## src/rtl/alu_issue_stage.sv

```systemverilog
// rtl/alu_issue_stage.sv - RV32I decode/issue register in front of the alu (optional feature: ALU_ISSUE_ILLEGAL_EN)
module alu_issue_stage #(
  parameter int XLEN = 32
) (
  input  logic            i_clk,
  input  logic            i_rst_n,
  input  logic            i_flush,
  input  logic            i_valid,
  output logic            o_ready,
  input  logic [31:0]     i_instr,
  input  logic [XLEN-1:0] i_pc,
  input  logic [XLEN-1:0] i_rs1,
  input  logic [XLEN-1:0] i_rs2,
  output logic            o_valid,
  input  logic            i_ready,
  output logic [2:0]      o_opsel,
  output logic            o_sub,
  output logic            o_unsigned,
  output logic            o_arith,
  output logic [XLEN-1:0] o_op1,
  output logic [XLEN-1:0] o_op2,
`ifdef ALU_ISSUE_ILLEGAL_EN
  output logic            o_illegal,
`endif
  output logic [15:0]     o_issued
);

  logic [6:0] opcode;
  logic [2:0] f3;
  logic       f7b5;
  logic       unused_rd;

  assign opcode    = i_instr[6:0];
  assign f3        = i_instr[14:12];
  assign f7b5      = i_instr[30];
  assign unused_rd = ^i_instr[11:7];

  logic            dec_legal;
  logic [2:0]      dec_opsel;
  logic            dec_sub, dec_uns, dec_arith;
  logic [XLEN-1:0] dec_op1, dec_op2;

  logic            valid_q, valid_d;
  logic [2:0]      opsel_q, opsel_d;
  logic            sub_q, sub_d, uns_q, uns_d, arith_q, arith_d;
  logic [XLEN-1:0] op1_q, op1_d, op2_q, op2_d;
  logic            illegal_q, illegal_d;
  logic [15:0]     issued_q, issued_d;

  logic up_xfer, dn_xfer;

  assign o_ready = !valid_q | i_ready;
  assign up_xfer = i_valid & o_ready;
  assign dn_xfer = valid_q & i_ready;

  // Decode the incoming instruction into alu controls; unknown opcodes decode to all-zero fields
  always_comb begin
    dec_legal = 1'b1;
    dec_opsel = 3'b000;
    dec_sub   = 1'b0;
    dec_uns   = 1'b0;
    dec_arith = 1'b0;
    dec_op1   = '0;
    dec_op2   = '0;
    case (opcode)
      7'b0110011: begin
        dec_opsel = f3;
        dec_sub   = f7b5 & (f3 == 3'b000);
        dec_arith = f7b5 & (f3 == 3'b101);
        dec_uns   = (f3 == 3'b011);
        dec_op1   = i_rs1;
        dec_op2   = i_rs2;
      end
      7'b0010011: begin
        dec_opsel = f3;
        dec_arith = f7b5 & (f3 == 3'b101);
        dec_uns   = (f3 == 3'b011);
        dec_op1   = i_rs1;
        dec_op2   = {{20{i_instr[31]}}, i_instr[31:20]};
      end
      7'b0110111: begin
        dec_op2 = {i_instr[31:12], 12'b0};
      end
      7'b0010111: begin
        dec_op1 = i_pc;
        dec_op2 = {i_instr[31:12], 12'b0};
      end
      7'b1100011: begin
        dec_opsel = 3'b010;
        dec_sub   = 1'b1;
        dec_uns   = f3[1];
        dec_op1   = i_rs1;
        dec_op2   = i_rs2;
      end
      default: dec_legal = 1'b0;
    endcase
  end

  // Next-state for the single-entry issue register; flush wins over fill, fill wins over drain
  always_comb begin
    valid_d   = valid_q;
    opsel_d   = opsel_q;
    sub_d     = sub_q;
    uns_d     = uns_q;
    arith_d   = arith_q;
    op1_d     = op1_q;
    op2_d     = op2_q;
    illegal_d = illegal_q;
    issued_d  = (dn_xfer && !i_flush) ? issued_q + 16'd1 : issued_q;
    if (i_flush) begin
      valid_d = 1'b0;
    end else if (up_xfer) begin
`ifdef ALU_ISSUE_ILLEGAL_EN
      valid_d   = 1'b1;
      illegal_d = !dec_legal;
`else
      valid_d   = dec_legal;
      illegal_d = 1'b0;
`endif
      if (valid_d) begin
        opsel_d = dec_opsel;
        sub_d   = dec_sub;
        uns_d   = dec_uns;
        arith_d = dec_arith;
        op1_d   = dec_op1;
        op2_d   = dec_op2;
      end
    end else if (dn_xfer) begin
      valid_d = 1'b0;
    end
  end

  // Issue register; asynchronous reset discards any held entry
  always_ff @(posedge i_clk or negedge i_rst_n) begin
    if (!i_rst_n) begin
      valid_q   <= 1'b0;
      opsel_q   <= 3'b000;
      sub_q     <= 1'b0;
      uns_q     <= 1'b0;
      arith_q   <= 1'b0;
      op1_q     <= '0;
      op2_q     <= '0;
      illegal_q <= 1'b0;
      issued_q  <= 16'd0;
    end else begin
      valid_q   <= valid_d;
      opsel_q   <= opsel_d;
      sub_q     <= sub_d;
      uns_q     <= uns_d;
      arith_q   <= arith_d;
      op1_q     <= op1_d;
      op2_q     <= op2_d;
      illegal_q <= illegal_d;
      issued_q  <= issued_d;
    end
  end

  assign o_valid    = valid_q;
  assign o_opsel    = opsel_q;
  assign o_sub      = sub_q;
  assign o_unsigned = uns_q;
  assign o_arith    = arith_q;
  assign o_op1      = op1_q;
  assign o_op2      = op2_q;
  assign o_issued   = issued_q;
`ifdef ALU_ISSUE_ILLEGAL_EN
  assign o_illegal  = illegal_q;
`else
  logic unused_illegal;
  assign unused_illegal = illegal_q;
`endif

endmodule

```

## config.mk

```make
export PLATFORM = sky130hd
export DESIGN_NAME = alu_issue_stage
export DESIGN_NICKNAME = d
export VERILOG_FILES = /design/src/rtl/alu_issue_stage.sv
export SDC_FILE = /design/constraint.sdc
export NUM_CORES = 1
export LEC_CHECK = 0
export BUFFER_PORTS_ARGS = -buffer_cell sky130_fd_sc_hd__buf_2
export CELL_PAD_IN_SITES_DETAIL_PLACEMENT = 1
export CELL_PAD_IN_SITES_GLOBAL_PLACEMENT = 2
export CORE_MARGIN = 4
export CORE_UTILIZATION = 25
export DETAILED_ROUTE_END_ITERATION = 16
export GPL_TIMING_DRIVEN = 0
export HOLD_SLACK_MARGIN = 0.08
export PLACE_DENSITY_LB_ADDON = 0.1
export SYNTH_ARGS = -nofsm -noshare
export SYNTH_HDL_FRONTEND = slang
export SYNTH_SLANG_ARGS = --single-unit
```

## constraint.sdc

```tcl
create_clock -name i_clk -period 2 [get_ports i_clk]
set_input_delay 0.5 -clock i_clk [delete_from_list [all_inputs] [get_ports i_clk]]
set_output_delay 0.5 -clock i_clk [all_outputs]
set_load 0.005 [all_outputs]
```

==> results of run 1 <==
==> sequential cells by signal, indices dropped and copies added, names as in the netlist <==
| name | cells |
|---|---|
| o_op1 | 32 |
| o_unsigned | 1 |
| o_issued | 16 |
| o_op2 | 32 |
| o_arith | 1 |
| o_opsel | 3 |
| o_sub | 1 |
| o_valid | 1 |
==> critical path, cell delays in order <==
cell and delay, ns:
buf_2 0.10, nand3b_2 0.39, nor4_4 0.54, buf_2 0.33
a22oi_1 0.11, o21ai_1 0.13
==> per-stage QoR <==
| step | instance area [um2] | setup TNS, ns | hold WS [ns] |
|---|---|---|---|
| 2_1_floorplan | 3970 | 0 | 0.204 |
| 3_3_place_gp | 5310 | -57.86 | 0.459 |
| 3_5_place_dp | 5340 | -17.93 | 0.461 |
| 4_1_cts | 5670 | 0 | 0.174 |
| 5_1_grt | 5690 | -0.00311 | 0.197 |
| 6_report | 5690 | 0 | 0.155 |
==> repair_timing <==
item	4_1_cts	5_1_grt
hold endpoints to repair	0	0
gates resized for setup	1	2
endpoints found under the setup margin	30	33
==> metal layers <==
metal | wire (um) | vias to the layer above | share of wire
li1 | - | 1834 | -
met5 | 0 | - | 0
met1 | 6420 | 1836 | 0.45
met2 | 6720 | 124 | 0.47
met3 | 992 | 10 | 0.069
met4 | 168 | 0 | 0.012
==> path summary, 6_finish.rpt <==
check | end | from | cells past startpoint
setup reg to reg | o_issued[12]$_DFFE_PN0P_ | o_issued[0]$_DFFE_PN0P_ | 5
hold / removal | o_op1[27]$_DFFE_PN0P_ | i_rst_n | 1
max in group asynchronous | o_op2[29]$_DFFE_PN0P_ | i_rst_n | 2
hold reg to reg | o_issued[15]$_DFFE_PN0P_ | o_issued[15]$_DFFE_PN0P_ | 1
min in group i_clk | o_op2[11]$_DFFE_PN0P_ | i_rs2[11] | 3
setup / recovery | o_op1[4]$_DFFE_PN0P_ | i_instr[3] | 6
==> layout make-up <==
type                       count  area, um2
clock inverter                 5       81.3
clock buffer                  11        243
timing repair buffer         216       1110
buffer                        26        121
inverter                       5       18.8
tap                          211        264
multi-input combinational    255       1680
sequential                    87       2180
fill                        1819       9680
==> logic make-up after synthesis <==
| kind of cell | after synthesis | share of synthesized area |
|---|---|---|
| xor gates and xnor gates | 15 | 0.0331 |
| adders and majority gates | 1 | 0.00315 |
| AOI/OAI and AO/OA | 142 | 0.254 |
| DFF | 87 | 0.548 |
| buffers and inverters | 31 | 0.0353 |
| muxes | 1 | 0.00284 |
| and+or+nand+nor | 96 | 0.123 |
==> cells in the mapped netlist <==
| cell type | instances |
|---|---|
| nand2b_1 | 5 |
| nor2_1 | 8 |
| a211oi_2 | 2 |
| ha_1 | 1 |
| o31a_1 | 1 |
| inv_2 | 1 |
| o21ai_0 | 13 |
| nor3_4 | 1 |
| nand3b_2 | 1 |
| o41ai_1 | 1 |
| a21oi_1 | 1 |
| a31oi_1 | 1 |
| a22oi_1 | 62 |
| nand4_1 | 1 |
| o21ai_1 | 34 |
| mux2_2 | 1 |
| nand4b_1 | 1 |
| xor2_1 | 6 |
| dfrtp_1 | 87 |
| o221ai_1 | 1 |
| nor4bb_4 | 1 |
| inv_1 | 4 |
| a2bb2oi_1 | 20 |
| and3_1 | 3 |
| nor3_1 | 3 |
| buf_2 | 19 |
| nand3_1 | 7 |
| nor4_2 | 2 |
| a32o_1 | 1 |
| a32oi_1 | 1 |
| xnor2_1 | 9 |
| nor4_1 | 3 |
| o2111ai_4 | 1 |
| nor2b_1 | 2 |
| a22o_1 | 3 |
| clkbuf_1 | 7 |
| nand3b_1 | 3 |
| nand2_1 | 54 |
| and3b_1 | 1 |
==> power by group <==
| part | switching (mW) | internal (mW) | total (mW) |
|---|---|---|---|
| Clock | 0.706 | 1.13 | 1.84 |
| Combinational | 0.217 | 0.257 | 0.474 |
| Sequential | 0.0618 | 1.86 | 1.92 |
==> impl_results.md, run 1 <==
* Status: complete, no violations
* Core area at 0.0154 mm2
* CP Capture Type: flop
* Final Hold Fails at 0
* # Post-CTS Setup Buffers at 0
* P_leak at 2.80 nW
* Placement Setup Slack at -0.469 ns
* Final std cells w/o fill at 816
* Grt peak-use layer: met2
* GRT overflow at 0
* WP data required at 2.26 ns
* Ys Warns at 0
* Slew at the pin with the worst max-slew slack at between 0.5 and 0.6 ns
* Inst Count DP at 800
* Final slew viol count at 0
* #FFs+latches synth at 87
* Mapped Avg Cell Area at 10.6 um2
* Dpl hpwl at 11300 um
* Drt drc at 0
* Pwr per Cell Area at 745 mW/mm2
* CTS buffer count at 9
* Overall Power at 4.23 mW
* Synth area leaders: dfrtp_1, a22oi_1, nand2_1
* R2R Setup Slk at 0.21 ns
* Worst EP arrival at 2.11 ns
* Fmax at 0.540 GHz
* Initial DRC Count at 111
* DR pass1 iterations at 4
* Root buf cell: clkbuf_16
* First-pass GRT wire length at 22400 um
* Wire length per cell at 17.5 um
* Clk_skew at 0.00521 ns
* Vias per cell at 4.66
* Die area at 0.0180 mm2
* RePlAce Congestion at 0.761
* Hold-fix buffers, CTS at 0
* Clock network latency to the later pin of the worst-skew pair at 0.34 ns
* Top cell type's share of synthesized area at 0.548
* GR Layer Usage met2 at 0.255
* Mapped cell area at 0.00397 mm2
* GR Layer Usage met3 at 0.0450
* Tmin final at approximately 1.9 ns
* Maximum clock insertion buffer count at 2
* M1 GR Usage at 0.208
* Initial antenna violation count at 0
* VDD IR max at approximately 0.00033 V
* Final WL at 14300 um
* DIE HEIGHT at 134 um
* CTS tree: built
* CTS H-tree lvls at 3
* Commonest cells after routing, fill and taps aside: buf_2, dfrtp_1, a22oi_1, nand2_1, o21ai_1
* Clk pin slew, worst setup/hold paths at 0.06 ns
* Tot GR Track Use at 0.158
* Final-report setup violation count at 0
* # port buffers at roughly 220
* Fin crit share at 0.927
* Chip width at ~130 um
* Setup crit start kind: primary input
* # clock sinks at 87
* Slew headroom at 0.612
* Starting density of the core at 0.258
* DR vias at 3804
* Largest fanout on the critical path at 10
* CP Class: primary input to flop
* Register area share after synthesis at 0.548
* # Max-Cap Violations at 0
* Vias in the first global route at 4024
* Commonest non-fill, non-tap cell in the layout: buf_2
* Post-Synthesis Net Count at a little over 500
* Share of layout cells above drive strength 1 at 0.431
* Post-Syn Instances at 373
* Setup WS post-layout at 0.147 ns
* FP Rows at between 40 and 50
* Synth area leader: dfrtp_1
* IO Count at 221
* # diodes at 0
* ANT nets after route at 0
* Nets at 734
* RSZ-0062 raised after global routing: true
* Synth cell types at 39
* Largest net degree at the start of global routing at 47
* Post-layout util at 0.370
* Worst Hold Class: primary input to asynchronous set/reset pin
* P&R area growth vs syn at 43.2%
Note: power is estimated with default switching activity, not from simulation.
==> run 2: changes to the inputs <==
--- a/config.mk
+++ b/config.mk
@@ -11,3 +11,4 @@
 export CORE_MARGIN = 4
-export CORE_UTILIZATION = 25
+export CORE_UTILIZATION = 26
+export CTS_BUF_LIST = sky130_fd_sc_hd__clkbuf_8
 export DETAILED_ROUTE_END_ITERATION = 16
==> constraint.sdc (replaced) <==
create_clock -name i_clk -period 2 [get_ports i_clk]
set_input_delay 0.1 -clock i_clk [delete_from_list [all_inputs] [get_ports i_clk]]
set_output_delay 0.1 -clock i_clk [all_outputs]
set_load 0.005 [all_outputs]
==> run 2 against run 1 <==
Against the previous run: wire length is 13% higher; combinational power is 36% higher; critical path type unchanged; largest cell class is now buffers; clock power is 9% lower.
==> impl_results.md, run 2 (synthesis results as in run 1) <==
* Status: complete, no violations
* # clock sinks at 87 (unchanged)
* RePlAce Congestion at 0.768 (+0.97%)
* CTS H-tree lvls at 3 (unchanged)
* Starting density of the core at 0.269 (+0.0108)
* Worst EP arrival at 2.15 ns (+0.04 ns)
* First-pass GRT wire length at 26600 um (+19%)
* Switching share of total power at 0.236 (+0.00366)
* Placement Cell Area at 0.00531 mm2 (-0.63%)
* WP data required at 2.31 ns (+0.05 ns)
* Clk_skew at 0.00546 ns (+0.000246 ns)
* CP Capture Type: flop
* P_leak at 3.25 nW (+16%)
* CP max stage delay at 0.57 ns (+0.03 ns)
* CTS buffer count at 9 (unchanged)
* Worst Hold Class: primary input to flop
* DR vias at 4387 (+15%)
* Total negative setup slack at 0 ns (unchanged)
* Psw at 1.00 mW (+1.8%)
* FP Rows at 44 (-2.2%)
* Pwr per Cell Area at 616 mW/mm2 (-17%)
* CP Class: primary input to flop
* ANT nets after route at 0 (unchanged)
* CP Cell Sequence: dlygate4sd3_1 -> buf_2 -> nor2b_2 -> nand3_1 -> o31a_1 -> o221ai_1 -> dlygate4sd3_1
* CP max stage cell: dlygate4sd3_1
* Hold Crit Endpoint: o_valid$_DFFE_PN0P_
* Commonest cells after routing, fill and taps aside: buf_2, dlygate4sd3_1, dfrtp_1, a22oi_1, nand2_1
* Post-layout util at 0.467 (+0.0970)
* HP Start: i_ready
* Logic gate share of total power at 0.152 (+0.040)
* RSZ-0062 raised after global routing: false
* Dpl hpwl at 11300 um (about the same)
* Tmin final at 1.84 ns (-0.0133 ns)
* Tot GR Track Use at 0.191 (+0.0324)
* Root buf cell: clkbuf_8
* Final Cell Area at 0.00689 mm2 (+21%)
* Fmax at 0.544 GHz (+0.72%)
* CTS tree: built
* Share of layout cells above drive strength 1 at 0.362 (-0.0690)
* Clock power frac at 0.395 (-0.039)
* Core area at 0.0148 mm2 (-4.0%)
* Chip width at 132 um (-1.8%)
* GRT overflow at 0 (unchanged)
* FF-to-FF End: o_opsel[1]$_DFFE_PN0P_
* Slew at the pin with the worst max-slew slack at 0.689 ns (+0.106 ns)
* Delay-heaviest family, CP: buffers and inverters
* Maximum clock insertion buffer count at 2 (unchanged)
* IO Count at 221 (unchanged)
* # port buffers at 215 (unchanged)
* Final slew viol count at 0 (unchanged)
* Nets at 863 (+18%)
* Sequential Power Share at 0.453 (about the same)
* Final WL at 16100 um (+13%)
* Slew headroom at 0.537 (-0.0746)
* Commonest non-fill, non-tap cell in the layout: buf_2
* Vias per cell at 4.77 (+2.3%)
* Critical path buffers and inverters at 3 (+1)
* CP most frequent cell: dlygate4sd3_1
* Wire length per cell at 17.5 um (about the same)
* Worst hold stages at 3
* Reg2reg start: o_valid$_DFFE_PN0P_
* Final-report setup violation count at 0 (unchanged)
* Largest fanout on the critical path at 4 (-6)
* DIE HEIGHT at 132 um (-1.8%)
* Drt drc at 0 (unchanged)
* Clk pin slew, worst setup/hold paths at 0.09 ns (+0.03 ns)
* R2R Setup Slk at 0.19 ns (-0.02 ns)
* Vias in the first global route at 4951 (+23%)
* Fin crit share at 0.920 (-0.00663)
* Largest net degree at the start of global routing at 48 (+2.1%)
* VDD IR max at 0.000372 V (+12%)
* # Max-Cap Violations at 0 (unchanged)
* Final Hold Fails at 0 (unchanged)
* DR pass1 iterations at 4 (unchanged)
* Pint at 3.24 mW (-0.24%)
* Die area at 0.0173 mm2 (-3.6%)
* Initial DRC Count at 154 (+39%)
* Setup crit start kind: primary input
* Clock network latency to the later pin of the worst-skew pair at 0.37 ns (+0.03 ns)
* Initial antenna violation count at 2 (+2)
* P&R area growth vs syn at 73.6%
* R2r worst-path depth at 5 (unchanged)
run 2: cell count changes in the layout (fill, tap and decap cells not counted), moves of 2 or more:
cell           change
dlygate4sd3_1    +127
clkbuf_16          -9
clkbuf_8           +9
buf_4              +2
bufinv_16          +2
diode_2            +2
nor4_2             +2
run 2: how the worst max path moves through the flow:
stage                                    from                       end  slack, ns  depth (start not counted)
after floorplan           o_valid$_DFFE_PN0P_  o_issued[11]$_DFFE_PN0P_       0.47                          4
after global placement                i_rst_n     o_op2[18]$_DFFE_PN0P_      -0.09                          1
after detailed placement           i_instr[3]     o_op1[11]$_DFFE_PN0P_      -0.03                          6
after CTS                          i_instr[3]     o_op2[24]$_DFFE_PN0P_       0.08                          7
after global routing               i_instr[3]      o_op1[0]$_DFFE_PN0P_       0.02                          6
final                                 i_flush    o_opsel[1]$_DFFE_PN0P_       0.16                          7
run 2: power groups by stage:
stage	logic [mW]	clock network [mW]	registers, mW
6_report	0.646	1.68	1.92
5_1_grt	0.711	1.81	1.94
4_1_cts	0.648	1.73	1.92
3_5_place_dp	0.486	0	1.95
3_3_place_gp	0.468	0	1.95
2_1_floorplan	0.141	0	1.96
run 2: stage by stage:
step           hold slack, ns  setup WS (ns)  std cells  power (mW)
2_1_floorplan          -0.196          0.468        373        2.10
4_1_cts                0.0834         0.0756        916        4.30
6_report               0.0940          0.160        920        4.24
3_3_place_gp            0.342        -0.0868        772        2.42
5_1_grt                 0.101         0.0190        920        4.46
3_5_place_dp            0.131        -0.0255        773        2.43
run 2: layout make-up:
type / instances / area, um2
buffer: 26 / 121
antenna: 2 / 5.00
inverter: 5 / 18.8
tap: 184 / 230
timing repair buffer: 345 / 2390
sequential: 87 / 2180
multi-input combinational: 255 / 1680
clock buffer: 10 / 138
fill: 1721 / 7860
clock inverter: 6 / 133
run 2: worst register-to-register path, delay by kind of cell, from the launching register on:
family,cells,cell delay [ns]
buffers and inverters,1,0.57
AOI/OAI and AO/OA,2,0.48
DFF,1,0.44
and+or+nand+nor,2,0.25
run 2: per-layer routing:
layer / share of wire / global-route usage / wire, um / up-vias
met2: 0.48 / 0.319 / 7780 / 146
met1: 0.43 / 0.233 / 6990 / 2116
met3: 0.055 / 0.0466 / 887 / 31
met5: 0 / 0 / 0 / -
met4: 0.029 / 0.0852 / 460 / 0
li1: - / - / - / 2094
run 2: repair_timing:
action                                 in CTS  in global routing
buffers inserted                            0                  2
resized for setup                           0                  4
endpoints found under the hold margin     109                  0
setup endpoints to repair                   0                 12
hold buffers                              127                  0
==> run 3: changes to the inputs <==
PLACE_DENSITY = 0.91   (was unset)
PLACE_DENSITY_LB_ADDON = unset   (was 0.1)
REMOVE_ABC_BUFFERS = 1   (was unset)
==> run 3 against run 2 <==
Against the previous run: combinational power is 6.8% higher; highest routed layer unchanged; setup slack worse by 0.071 ns; critical path depth did not move; die area is the same; clock skew is 0.0054 ns higher; core utilization down 0.63 points; sequential share of layout area up 0.43 points; hold slack about the same; critical endpoint is now o_op1[22]$_DFFE_PN0P_.
==> impl_results.md, run 3 (synthesis results as in run 1) <==
* FP Rows at 44 (unchanged)
* Commonest non-fill, non-tap cell in the layout: buf_2
* DIE HEIGHT at 132 um (unchanged)
* Setup crit start kind: primary input
* CP Class: primary input to flop
* Clk_skew at 0.0108 ns (+0.00536 ns)
* Fmax at 0.523 GHz (-3.7%)
* Largest fanout on the critical path at 28 (+24)
* Initial antenna violation count at 6 (+4)
* Final-report setup violation count at 0 (unchanged)
* Placement Setup Slack at -0.155 ns (-0.130 ns)
* Die area at 0.0173 mm2 (unchanged)
* Critical Path Sink: o_op1[22]$_DFFE_PN0P_
* R2r worst-path depth at 6 (+1)
* # Max-Cap Violations at 0 (unchanged)
* Status: complete, no violations
* Nets at 838 (-2.9%)
* Final Hold Fails at 0 (unchanged)
* CP Capture Type: flop
* Starting density of the core at 0.269 (unchanged)
* Logic gate share of total power at 0.182 (+0.030)
* Slew headroom at 0.400 (-0.137)
* Overall Power at 3.79 mW (-11%)
* IO Count at 221 (unchanged)
* Pwr per Cell Area at 558 mW/mm2 (-9.5%)
* Worst path depth at 7 (unchanged)
* P&R area growth vs syn at 71.2%
* Largest net degree at the start of global routing at 46 (-4.2%)
* CP Cell Sequence: buf_2 -> nand2b_2 -> a211oi_4 -> buf_8 -> a22oi_1 -> dlygate4sd3_1 -> o21ai_1
* Final WL at 18100 um (+12%)
* CTS H-tree lvls at 3 (unchanged)
* Sequential Power Share at 0.509 (+0.056)
* Worst Hold Class: primary input to flop
* Fin crit share at 0.955 (+0.0353)
* Root buf cell: clkbuf_8
* DR vias at 4561 (+4.0%)
* Critical path startpoint: i_instr[6]
* Slew at the pin with the worst max-slew slack at 0.897 ns (+0.208 ns)
* Critical path buffers and inverters at 3 (unchanged)
* GRT overflow at 0 (unchanged)
* Chip width at 132 um (unchanged)
* # port buffers at 215 (unchanged)
* P_leak at 3.20 nW (-1.6%)
* Share of layout cells above drive strength 1 at 0.361 (-0.00133)
* Setup WS post-layout at 0.0897 ns (-0.0705 ns)
* WP data required at 2.27 ns (-0.04 ns)
* CP max stage cell: dlygate4sd3_1
* Tmin final at 1.91 ns (+0.0705 ns)
* Filler cells at 1691 (-1.7%)
* VDD IR max at 0.000268 V (-28%)
* Final slew viol count at 0 (unchanged)
* Tot GR Track Use at 0.207 (+0.0161)
* ANT nets after route at 0 (unchanged)
* Vias per cell at 5.07 (+6.4%)
* Drt drc at 0 (unchanged)
* Maximum clock insertion buffer count at 2 (unchanged)
* Delay-heaviest family, CP: buffers and inverters
* Switching share of total power at 0.269 (+0.0323)
* Dpl hpwl at 10800 um (-4.3%)
* Wire length per cell at 20.1 um (+15%)
* Pint at 2.77 mW (-14%)
* # clock sinks at 87 (unchanged)
* Vias in the first global route at 5069 (+2.4%)
* RePlAce Congestion at 0.790 (+2.8%)
* Core area at 0.0148 mm2 (unchanged)
* R2R Setup Slk at 0.12 ns (-0.07 ns)
* CTS buffer count at 9 (unchanged)
* Clock network latency to the later pin of the worst-skew pair at 0.36 ns (about the same)
* Reg2reg start: o_valid$_DFFE_PN0P_
* CP max stage delay at 0.56 ns (about the same)
* Psw at 1.02 mW (+1.5%)
* DR pass1 iterations at 4 (unchanged)
* First-pass GRT wire length at 28700 um (+8.0%)
* Commonest cells after routing, fill and taps aside: buf_2, dlygate4sd3_1, dfrtp_1, a22oi_1, nand2_1
* Clock power frac at 0.309 (-0.086)
* Worst EP arrival at 2.18 ns (+0.03 ns)
* Clk pin slew, worst setup/hold paths at 0.09 ns (about the same)
* Initial DRC Count at 205 (+33%)
* CTS tree: built
* RSZ-0062 raised after global routing: false
* FF-to-FF End: o_op2[30]$_DFFE_PN0P_
* Total negative setup slack at 0 ns (unchanged)
==> run 3: cell type report <==
| type | count | area [um2] | area share |
|---|---|---|---|
| multi-input cells | 256 | 1730 | 0.254 |
| clock buffers | 11 | 151 | 0.0223 |
| flip-flops and latches | 87 | 2180 | 0.320 |
| diodes | 6 | 15.0 | 0.00221 |
| well taps | 184 | 230 | 0.0339 |
| inverters | 5 | 18.8 | 0.00276 |
| clock inverters | 5 | 26.3 | 0.00387 |
| repair buffers | 345 | 2450 | 0.361 |
==> run 3: timing repair <==
action                                  in CTS  in global routing
hold endpoints to repair                   110                  0
cloned                                       1                  0
endpoints found under the setup margin      18                 25
buffers inserted                             1                  1
pin swaps                                    1                  3
hold buffers                               119                  0
resized for setup                            1                  4
==> run 3: tightest hold or removal path, stage by stage <==
cell     delay, ns
buf_2         0.08
a22oi_1       0.06
o21ai_0       0.16
==> run 3: power groups by stage <==
stage | combinational [mW] | sequential (mW) | clock, mW
after detailed placement | 0.493 | 1.96 | 0
after floorplan | 0.138 | 1.96 | 0
after global routing | 0.741 | 1.94 | 1.27
final | 0.690 | 1.93 | 1.17
after CTS | 0.673 | 1.93 | 1.19
after global placement | 0.461 | 1.95 | 0
==> run 3: how the worst min path moves through the flow <==
stage	cells past startpoint	to	slack [ns]	startpoint
final	3	o_op2[4]$_DFFE_PN0P_	0.09	i_rs2[4]
after detailed placement	1	o_op2[11]$_DFFE_PN0P_	0.14	i_rst_n
after floorplan	0	o_arith$_DFFE_PN0P_	-0.20	i_rst_n
after CTS	3	o_sub$_DFFE_PN0P_	0.08	i_instr[5]
after global placement	2	o_valid$_DFFE_PN0P_	0.34	i_flush
after global routing	3	o_sub$_DFFE_PN0P_	0.11	i_instr[5]
==> run 3: through the flow <==
step / hold WS (ns) / util / cells / area (um2)
after floorplan: -0.196 / - / 347 / 3850
after global placement: 0.336 / 0.349 / 746 / 5150
after detailed placement: 0.144 / 0.363 / 755 / 5350
after CTS: 0.0848 / 0.457 / 892 / 6740
after global routing: 0.109 / 0.461 / 899 / 6800
final: 0.0936 / 0.461 / 899 / 6800
==> run 3: routing by layer <==
metal  up-vias  track usage  part of all wire  wire [um]
li1       2057            -                 -          -
met1      2270        0.224              0.37       6680
met2       174        0.374              0.54       9770
met3        60       0.0413             0.043        776
met4         0        0.121             0.048        862
met5         -            0                 0          0
